<file path="config.mk">
export PLATFORM = sky130hd
export DESIGN_NAME = rca_wb_sequencer_flat
export DESIGN_NICKNAME = d
export VERILOG_FILES = /design/src/rtl/rca_wb_sequencer_if.sv /design/src/rtl/rca_wb_sequencer.sv /design/src/flat_wrapper.sv
export SDC_FILE = /design/constraint.sdc
export NUM_CORES = 1
export LEC_CHECK = 0
export ABC_AREA = 1
export ABC_CLOCK_PERIOD_IN_PS = 5700
export BUFFER_PORTS_ARGS = -buffer_cell sky130_fd_sc_hd__buf_2
export CORE_MARGIN = 2
export CORE_UTILIZATION = 41
export CTS_CLUSTER_SIZE = 30
export DETAILED_ROUTE_END_ITERATION = 12
export GPL_ROUTABILITY_DRIVEN = 0
export PLACE_DENSITY = 0.59
export SETUP_SLACK_MARGIN = 0.05
export SYNTH_ARGS = -nofsm -noshare
export SYNTH_HDL_FRONTEND = slang
export SYNTH_SLANG_ARGS = --single-unit
export TNS_END_PERCENT = 50
</file>
<file path="constraint.sdc">
create_clock -name clk -period 5.7 [get_ports clk]
set_input_delay 0.855 -clock clk [delete_from_list [all_inputs] [get_ports clk]]
set_output_delay 0.855 -clock clk [all_outputs]
set_load 0.02 [all_outputs]
</file>
<file path="src/rtl/rca_wb_sequencer_if.sv">
// Commit-side and register-file-side signals of the writeback sequencer.
// slave = sequencer view, master = producer / register-file view.
interface rca_wb_sequencer_if #(
    parameter int XLEN            = 32,
    parameter int NUM_WRITE_PORTS = 2
);
    logic                                 wb_committing;
    logic [NUM_WRITE_PORTS-1:0][XLEN-1:0] port_data;
    logic [NUM_WRITE_PORTS-1:0][4:0]      port_rd;
    logic [NUM_WRITE_PORTS-1:0]           port_en;
    logic                                 wb_accept;
    logic                                 rf_wr_valid;
    logic [4:0]                           rf_wr_addr;
    logic [XLEN-1:0]                      rf_wr_data;
    logic                                 rf_wr_ack;
    logic                                 group_done;
    logic                                 wb_overflow;

    modport slave (
        input  wb_committing, port_data, port_rd, port_en, rf_wr_ack,
        output wb_accept, rf_wr_valid, rf_wr_addr, rf_wr_data, group_done, wb_overflow
    );

    modport master (
        output wb_committing, port_data, port_rd, port_en, rf_wr_ack,
        input  wb_accept, rf_wr_valid, rf_wr_addr, rf_wr_data, group_done, wb_overflow
    );
endinterface

</file>
<file path="src/rtl/rca_wb_sequencer.sv">
// Buffers grid commit groups and serialises their enabled ports into single RF writes; first write one cycle after push,
// each write held until rf_wr_ack, commits refused (sticky wb_overflow) when full. RCA_WB_X0_SKIP_EN drops x0 writes at push.
module rca_wb_sequencer #(
    parameter int XLEN            = 32,
    parameter int NUM_WRITE_PORTS = 2,
    parameter int GROUP_DEPTH     = 2
) (
    input logic               clk,
    input logic               rst,
    rca_wb_sequencer_if.slave bus
);
    localparam int PW = (GROUP_DEPTH > 1) ? $clog2(GROUP_DEPTH) : 1;
    localparam int CW = $clog2(GROUP_DEPTH + 1);
    localparam int IW = (NUM_WRITE_PORTS > 1) ? $clog2(NUM_WRITE_PORTS) : 1;
    localparam logic [CW-1:0] DEPTH_C  = CW'(GROUP_DEPTH);
    localparam logic [PW-1:0] LAST_PTR = PW'(GROUP_DEPTH - 1);

    typedef enum logic [1:0] {
        IDLE  = 2'd0,
        ISSUE = 2'd1,
        POP   = 2'd2
    } state_t;

    typedef logic [NUM_WRITE_PORTS-1:0] mask_t;

    state_t        state_q, state_d;
    logic [PW-1:0] head_q, head_d;
    logic [PW-1:0] tail_q, tail_d;
    logic [CW-1:0] count_q, count_d;
    mask_t         mask_q, mask_d;
    logic          overflow_q, overflow_d;

    logic [NUM_WRITE_PORTS-1:0][XLEN-1:0] data_q [GROUP_DEPTH];
    logic [NUM_WRITE_PORTS-1:0][4:0]      rd_q   [GROUP_DEPTH];
    mask_t                                en_q   [GROUP_DEPTH];

    logic            accept;
    logic            push;
    logic            pop;
    mask_t           push_en;
    mask_t           head_en;
    logic [IW-1:0]   sel;
    logic            wr_valid;
    logic [4:0]      wr_addr;
    logic [XLEN-1:0] wr_data;
    logic            done;

    function automatic logic [PW-1:0] ptr_inc(input logic [PW-1:0] p);
        return (p == LAST_PTR) ? '0 : p + 1'b1;
    endfunction

    assign accept  = (count_q < DEPTH_C);
    assign push    = bus.wb_committing && accept;
    assign head_en = en_q[head_q];

    always_comb begin
        push_en = bus.port_en;
`ifdef RCA_WB_X0_SKIP_EN
        for (int p = 0; p < NUM_WRITE_PORTS; p++) begin
            if (bus.port_rd[p] == 5'd0) begin
                push_en[p] = 1'b0;
            end
        end
`endif
    end

    // Lowest remaining port of the head group; descending scan so the lowest wins.
    always_comb begin
        sel = '0;
        for (int p = NUM_WRITE_PORTS - 1; p >= 0; p--) begin
            if (mask_q[p]) begin
                sel = IW'(p);
            end
        end
    end

    // IDLE also looks at a push into an empty queue so the first write appears the cycle after the push.
    always_comb begin
        state_d  = state_q;
        mask_d   = mask_q;
        pop      = 1'b0;
        wr_valid = 1'b0;
        wr_addr  = '0;
        wr_data  = '0;
        done     = 1'b0;
        case (state_q)
            IDLE: begin
                if (count_q != '0) begin
                    if (head_en != '0) begin
                        state_d = ISSUE;
                        mask_d  = head_en;
                    end else begin
                        state_d = POP;
                    end
                end else if (push) begin
                    if (push_en != '0) begin
                        state_d = ISSUE;
                        mask_d  = push_en;
                    end else begin
                        state_d = POP;
                    end
                end
            end
            ISSUE: begin
                wr_valid = 1'b1;
                wr_addr  = rd_q[head_q][sel];
                wr_data  = data_q[head_q][sel];
                if (bus.rf_wr_ack) begin
                    mask_d      = mask_q;
                    mask_d[sel] = 1'b0;
                    if (mask_d == '0) begin
                        state_d = POP;
                    end
                end
            end
            POP: begin
                done    = 1'b1;
                pop     = 1'b1;
                mask_d  = '0;
                state_d = IDLE;
            end
            default: begin
                state_d = IDLE;
                mask_d  = '0;
            end
        endcase
    end

    always_comb begin
        tail_d     = push ? ptr_inc(tail_q) : tail_q;
        head_d     = pop ? ptr_inc(head_q) : head_q;
        overflow_d = overflow_q | (bus.wb_committing & ~accept);
        case ({push, pop})
            2'b10:   count_d = count_q + 1'b1;
            2'b01:   count_d = count_q - 1'b1;
            default: count_d = count_q;
        endcase
    end

    always_ff @(posedge clk or negedge rst) begin
        if (!rst) begin
            state_q    <= IDLE;
            head_q     <= '0;
            tail_q     <= '0;
            count_q    <= '0;
            mask_q     <= '0;
            overflow_q <= 1'b0;
        end else begin
            state_q    <= state_d;
            head_q     <= head_d;
            tail_q     <= tail_d;
            count_q    <= count_d;
            mask_q     <= mask_d;
            overflow_q <= overflow_d;
        end
    end

    // Group payload needs no reset: it is only read while count_q covers it.
    always_ff @(posedge clk) begin
        if (push) begin
            data_q[tail_q] <= bus.port_data;
            rd_q[tail_q]   <= bus.port_rd;
            en_q[tail_q]   <= push_en;
        end
    end

    assign bus.wb_accept   = accept;
    assign bus.rf_wr_valid = wr_valid;
    assign bus.rf_wr_addr  = wr_addr;
    assign bus.rf_wr_data  = wr_data;
    assign bus.group_done  = done;
    assign bus.wb_overflow = overflow_q;
endmodule
</file>
<file path="src/flat_wrapper.sv">
// flat-port wrapper written by rule: the top's interface ports become plain ports
module rca_wb_sequencer_flat 
#(
    parameter int XLEN            = 32,
    parameter int NUM_WRITE_PORTS = 2,
    parameter int GROUP_DEPTH     = 2
)
  (clk, rst, bus_wb_committing, bus_port_data, bus_port_rd, bus_port_en, bus_rf_wr_ack, bus_wb_accept, bus_rf_wr_valid, bus_rf_wr_addr, bus_rf_wr_data, bus_group_done, bus_wb_overflow);
  rca_wb_sequencer_if #(.XLEN(XLEN), .NUM_WRITE_PORTS(NUM_WRITE_PORTS)) bus_i ();
  input logic clk;
  input logic rst;
  input wire logic [$bits(bus_i.wb_committing)-1:0] bus_wb_committing;
  input wire logic [$bits(bus_i.port_data)-1:0] bus_port_data;
  input wire logic [$bits(bus_i.port_rd)-1:0] bus_port_rd;
  input wire logic [$bits(bus_i.port_en)-1:0] bus_port_en;
  input wire logic [$bits(bus_i.rf_wr_ack)-1:0] bus_rf_wr_ack;
  output wire logic [$bits(bus_i.wb_accept)-1:0] bus_wb_accept;
  output wire logic [$bits(bus_i.rf_wr_valid)-1:0] bus_rf_wr_valid;
  output wire logic [$bits(bus_i.rf_wr_addr)-1:0] bus_rf_wr_addr;
  output wire logic [$bits(bus_i.rf_wr_data)-1:0] bus_rf_wr_data;
  output wire logic [$bits(bus_i.group_done)-1:0] bus_group_done;
  output wire logic [$bits(bus_i.wb_overflow)-1:0] bus_wb_overflow;
  assign bus_i.wb_committing = bus_wb_committing;
  assign bus_i.port_data = bus_port_data;
  assign bus_i.port_rd = bus_port_rd;
  assign bus_i.port_en = bus_port_en;
  assign bus_i.rf_wr_ack = bus_rf_wr_ack;
  assign bus_wb_accept = bus_i.wb_accept;
  assign bus_rf_wr_valid = bus_i.rf_wr_valid;
  assign bus_rf_wr_addr = bus_i.rf_wr_addr;
  assign bus_rf_wr_data = bus_i.rf_wr_data;
  assign bus_group_done = bus_i.group_done;
  assign bus_wb_overflow = bus_i.wb_overflow;
  rca_wb_sequencer #(.XLEN(XLEN), .NUM_WRITE_PORTS(NUM_WRITE_PORTS), .GROUP_DEPTH(GROUP_DEPTH)) u_core (.clk(clk), .rst(rst), .bus(bus_i));
endmodule
</file>
==> flow_metrics.env, run 1 <==
export IMPL_portBuffers=120
export IMPL_min_path_type="primary input to asynchronous set/reset pin"
export IMPL_seq_area_frac_synth_pct=73.9
export IMPL_pre_cts_slack_ns=2.33
export IMPL_ctsResizeCount=0
export IMPL_p_leak_uw=0.00297
export IMPL_drtIter0Drc=278
export IMPL_grt_use_total_pct=16.7
export IMPL_synth_main_ff_cell="edfxtp_1"
export IMPL_p_total_uw=3870
export IMPL_placed_area_sq_um=7170
export IMPL_fin_crit_ns=3.71
export IMPL_die_h_microns=130
export IMPL_wirelength_mm=13.3
export IMPL_start_kind="flip-flop"
export IMPL_setup_viol=0
export IMPL_max_freq_ghz=0.270
export IMPL_insertion_delay_ns=0.42
export IMPL_ctsHtreeMaxLevel=4
export IMPL_via_per_inst=4.83
export IMPL_synth_warnings=0
export IMPL_areaGrowthSynthToFinish_pct=18.9
export IMPL_drt_pass1_iterations=5
export IMPL_cts_sinks=161
export IMPL_worst_ep_arrival_time_ns=2.85
export IMPL_num_rows=45
export IMPL_syn_area_sq_um=6480
export IMPL_required_ns=4.85
export IMPL_die_w_microns=130
export IMPL_worstSetupPathType="flip-flop to output port"
export IMPL_clock_path_buffers=2
export IMPL_setup_tns_ns=0
export IMPL_first_global_vias=4239
export IMPL_vias=4171
export IMPL_ir_worst_vdd_mv=0.240
export IMPL_drive_above_1_share_pct=24.1
export IMPL_async_reset_ff_share_pct=5.59
export IMPL_io_pins=121
export IMPL_hold_viol_final=0
export IMPL_slew_headroom_pct=29.0
export IMPL_grt_pass1_wl_mm=20.9
export IMPL_cp_common_cell="nor2_1"
export IMPL_period_share_pct=65.0
export IMPL_synth_area_leaders="edfxtp_1, nor2_1, dfrtp_1"
export IMPL_holdBufCountCts=0
export IMPL_drv_slew=0
export IMPL_endpoint_kind="output port"
export IMPL_critical_path_slowest_cell="inv_2"
export IMPL_final_common_cell="nor2_1"
export IMPL_nets=722
export IMPL_dp_hpwl_mm=7.74
export IMPL_synth_cell_types=24
export IMPL_cts_tree="yes"
export IMPL_cts_buffers=17
export IMPL_clock_skew_ns=0.00496
export IMPL_synth_edf_count=152
export IMPL_path_cells="inv_1, nand2_2, inv_2, nor2_1, nor2_1, o21ai_0, a21oi_1, buf_2"
export IMPL_drcViolationCount=0
export IMPL_grt_antenna_before_repair=2
export IMPL_crit_fanout=39
export IMPL_postRouteAntennaNets=0
export IMPL_avgSynthCellArea_sq_um=12.3
export IMPL_path_clk_slew_ns=0.06
export IMPL_fin_area_sq_um=7710
export IMPL_fin_cells=864
export IMPL_maxCapViolations=0
export IMPL_max_stage_delay_ns=0.83
export IMPL_run_status="finished clean"
export IMPL_synth_top_area_share_pct=70.5
export IMPL_ys_ff_latch=161
export IMPL_initial_core_util_pct=42.3
export IMPL_overflow=0
export IMPL_wire_per_inst_microns=15.4
export IMPL_final_cell_mix="nor2_1, edfxtp_1, buf_2"
export IMPL_fp_coreArea_sq_um=15300
export IMPL_synth_nets=608
export IMPL_setup_slack_ns=1.99
export IMPL_power_density_cell_area_nw_per_um2=502
export IMPL_syn_instance_count=527
export IMPL_place_inst=833
export IMPL_die_area_sq_um=16800
export IMPL_rsz0062_at_grt="false"
export IMPL_post_cts_setup_buffer_count=0
export IMPL_tightest_slew_ns=1.06
export IMPL_grt_max_degree=77
export IMPL_synth_top_area_cell="edfxtp_1"
export IMPL_root_buffer="clkbuf_16"
==> registers in the layout, summed over array words and instances, names as in the netlist <==
register,cells
u_core.count_q,2
u_core.tail_q,1
u_core.state_q,2
u_core.en_q,4
u_core.bus.wb_overflow,1
u_core.mask_q,2
u_core.head_q,1
u_core.data_q,128
u_core.rd_q,20
==> path summary, 6_finish.rpt <==
path	from	endpoint	slack (ns)	depth (start not counted)
setup reg to reg	u_core.head_q	u_core.state_q[1]	3.49	9
max in group asynchronous	rst	u_core.head_q	5.22	1
hold reg to reg	u_core.bus.wb_overflow	u_core.bus.wb_overflow	0.47	1
hold / removal	rst	u_core.bus.wb_overflow	0.28	1
min in group clk	u_core.bus.wb_overflow	u_core.bus.wb_overflow	0.47	1
setup / recovery	u_core.mask_q[0]	bus_rf_wr_data[30]	1.99	8
==> logic make-up (layout without fill, tap and decap cells) <==
| kind of cell | Yosys count | in the layout | synth area share, % |
|---|---|---|---|
| flip-flops | 161 | 161 | 73.9 |
| buffers and inverters | 48 | 173 | 4.46 |
| AO/OA/AOI/OAI | 119 | 119 | 9.29 |
| other | 0 | 1 | 0 |
| XOR/XNOR | 4 | 4 | 0.541 |
| AND/OR/NAND/NOR | 194 | 194 | 11.6 |
| adder cells (fa/ha/maj) | 1 | 1 | 0.193 |
==> per-stage QoR <==
stage	hold WS [ns]	utilization [%]
3_5_place_dp	0.464	46.8
3_3_place_gp	0.456	46.8
2_1_floorplan	0.464	-
5_1_grt	0.277	50.3
6_report	0.277	50.3
4_1_cts	0.263	50.3
==> metal layers <==
metal,track usage [%],vias to the layer above,part of all wire [%]
met5,0,-,0.20
met3,6.40,18,7.2
met2,27.2,131,48
met1,20.4,1950,43
li1,-,2068,-
met4,6.20,4,1.2
==> cells in the mapped netlist, types with 4 or more instances <==
master,number
clkbuf_1,5
nand3_1,8
nor2_1,155
o21ai_0,40
dfrtp_1,9
a21oi_1,40
inv_1,16
clkbuf_2,4
nand2_1,26
buf_2,6
edfxtp_1,152
o21ai_1,37
buf_6,10
==> layout make-up <==
| type | instances | area [sq um] |
|---|---|---|
| sequential | 161 | 4790 |
| clock buffer | 21 | 440 |
| antenna | 1 | 2.50 |
| tap | 211 | 264 |
| timing repair buffer | 123 | 623 |
| inverter | 20 | 77.6 |
| clock inverter | 9 | 92.6 |
| fill | 1395 | 7610 |
| multi-input combinational | 318 | 1420 |
==> worst max-delay path: cells and delay by family, from the launching register on <==
| kind | cells | cell delay, ns |
|---|---|---|
| buffers and inverters | 3 | 1.09 |
| AND/OR/NAND/NOR | 3 | 0.64 |
| AO/OA/AOI/OAI | 2 | 0.31 |
| flip-flops | 1 | 0.39 |
==> report_power, final <==
group	leakage, uW	total, uW	switching, uW	internal, uW
registers	0.00150	1660	109	1550
logic	0.00122	1170	829	341
clock network	0.000258	1040	409	630
total	0.00297	3870	1350	2520
Note: power is estimated with default switching activity, not from simulation.
==> inputs of run 2 (changes only) <==
- ABC_CLOCK_PERIOD_IN_PS: 5700 -> 3540
- clock period: 5.7 -> 3.54 ns (I/O delays scaled with it)
==> run 2 against run 1 <==
Critical path depth is the same. Sequential share of layout area is essentially flat. Via count grew 1.8%. Largest cell class unchanged. Critical path type unchanged. Worst hold slack gained 0.027 ns. Clock power grew 50%. Core utilization is essentially flat. Non-clock buffer count grew 5. Combinational power grew 70%. Highest routed layer unchanged. Sequential power grew 57%. Register-to-register slack lost 1.7 ns. Final area is essentially flat.
==> flow_metrics.env, run 2 (same netlist as run 1, synthesis figures left out) <==
export IMPL_first_global_vias=4148
export IMPL_hold_viol_final=0
export IMPL_required_ns=3.01
export IMPL_nFillCells=1377
export IMPL_r2r_end="u_core.data_q[0][31]"
export IMPL_grt_antenna_before_repair=2
export IMPL_start_kind="flip-flop"
export IMPL_drcViolationCount=0
export IMPL_worstSetupPathType="flip-flop to output port"
export IMPL_initial_core_util_pct=42.3
export IMPL_crit_fanout=38
export IMPL_min_path_type="primary input to flip-flop"
export IMPL_insertion_delay_ns=0.41
export IMPL_cts_sinks=161
export IMPL_drive_above_1_share_pct=25.3
export IMPL_worst_ep_arrival_time_ns=2.14
export IMPL_final_common_cell="nor2_1"
export IMPL_root_buffer="clkbuf_16"
export IMPL_die_h_microns=130
export IMPL_drv_slew=0
export IMPL_portBuffers=120
export IMPL_largest_reg_flops=128
export IMPL_die_w_microns=130
export IMPL_via_per_inst=4.89
export IMPL_hold_end="u_core.rd_q[0][6]"
export IMPL_grt_max_degree=77
export IMPL_io_pins=121
export IMPL_diodes=0
export IMPL_wirelength_mm=13.7
export IMPL_clock_path_buffers=2
export IMPL_drt_pass1_iterations=5
export IMPL_multi_input_area_sq_um=1420
export IMPL_min_path_cells=1
export IMPL_r2r_start="u_core.count_q[1]"
export IMPL_final_util_pct=50.3
export IMPL_wire_per_inst_microns=15.8
export IMPL_overflow=0
export IMPL_regArea_sq_um=4790
export IMPL_top_register="u_core.data_q"
export IMPL_worstHoldStart="bus_port_rd[6]"
export IMPL_fp_coreArea_sq_um=15300
export IMPL_power_density_cell_area_nw_per_um2=798
export IMPL_maxCapViolations=0
export IMPL_postRouteAntennaNets=0
export IMPL_endpoint_kind="output port"
export IMPL_fin_crit_ns=2.67
export IMPL_path_clk_slew_ns=0.06
export IMPL_clock_skew_ns=0.00490
export IMPL_p_leak_uw=0.00298
export IMPL_regToRegSetupSlack_ns=1.78
export IMPL_worst_r2r_cell_count=4
export IMPL_reg_top3="u_core.data_q x128, u_core.rd_q x20, u_core.en_q x4"
export IMPL_die_area_sq_um=16800
export IMPL_areaGrowthSynthToFinish_pct=19.0
export IMPL_slew_headroom_pct=45.5
export IMPL_rsz0062_at_grt="false"
export IMPL_grt_pass1_wl_mm=21.3
export IMPL_final_cell_mix="nor2_1, edfxtp_1, buf_2"
export IMPL_ir_worst_vdd_mv=0.443
export IMPL_whs_ns=0.304
export IMPL_cts_tree="yes"
export IMPL_setup_viol=0
export IMPL_grt_use_total_pct=17.0
export IMPL_post_cts_setup_buffer_count=0
export IMPL_max_freq_ghz=0.375
export IMPL_drtIter0Drc=243
export IMPL_ctsHtreeMaxLevel=4
export IMPL_dp_hpwl_mm=8.04
export IMPL_period_share_pct=75.4
export IMPL_tightest_slew_ns=0.816
export IMPL_vias=4248
export IMPL_cts_buffers=17
export IMPL_run_status="finished clean"
export IMPL_num_rows=45
export IMPL_nets=727
## run 2: cell types whose count changed in the layout (fill, tap and decap cells not counted), sizes merged
cell         before  now
buf             123  127
bufinv            2    0
clkbuf           21   18
clkinvlp          0    4
diode             1    0
dlygate4sd3       0    1
inv              20   21
## run 2: area by class of cell
type | count | share of cell area (%)
Clock inverter | 12 | 0.909
Tap cell | 211 | 3.42
Clock buffer | 18 | 5.57
Inverter | 20 | 1.01
Multi-Input combinational cell | 318 | 18.4
Timing Repair Buffer | 128 | 8.60
Sequential cell | 161 | 62.1
## run 2: timing repair
action | in CTS | in global routing
gates resized for setup | 0 | 0
hold buffers | 1 | 0
endpoints found under the hold margin | 9 | 0
## run 2: worst max path at each step
stage	end	slack, ns	from
2_1_floorplan	u_core.data_q[0][0]	-0.90	u_core.count_q[1]
3_3_place_gp	bus_rf_wr_data[30]	1.29	u_core.mask_q[0]
3_5_place_dp	bus_rf_wr_data[30]	1.27	u_core.mask_q[0]
4_1_cts	bus_rf_wr_data[30]	0.82	u_core.mask_q[0]
5_1_grt	bus_rf_wr_data[30]	0.70	u_core.mask_q[0]
6_report	bus_rf_wr_data[30]	0.87	u_core.mask_q[0]
## run 2: metal layers
| layer | GRT usage (%) | vias to the layer above | routed length (microns) | share of wire [%] |
|---|---|---|---|---|
| met4 | 6.07 | 4 | 207 | 1.5 |
| li1 | - | 2073 | - | - |
| met1 | 20.8 | 2039 | 6160 | 45 |
| met5 | 0 | - | 27 | 0.20 |
| met3 | 5.45 | 20 | 744 | 5.4 |
| met2 | 28.4 | 112 | 6600 | 48 |
## run 2: power breakdown
part	switching [uW]	total (uW)	leakage [uW]	internal [uW]
clock	689	1560	0.000236	875
sequential	105	2600	0.00150	2490
combinational	1430	1990	0.00124	566
## run 2: stage by stage
step | area, sq um | setup slack (ns) | total power, uW | setup TNS [ns] | std cells
after floorplan | 6480 | -0.900 | 4190 | -136.76 | 527
after global placement | 7200 | 1.29 | 4620 | 0 | 837
after detailed placement | 7200 | 1.27 | 4660 | 0 | 837
after CTS | 7710 | 0.824 | 6230 | 0 | 868
after global routing | 7710 | 0.697 | 6560 | 0 | 868
final | 7710 | 0.871 | 6160 | 0 | 868
## run 2: worst max-delay path, stage by stage, from the launching register on
cell and delay, ns:
dfrtp_1 0.39, inv_1 0.07, nand2_2 0.05, inv_2 0.59, nor2_1 0.08, nor2_1 0.11, o21ai_0 0.09, a21oi_1 0.15
buf_2 0.19
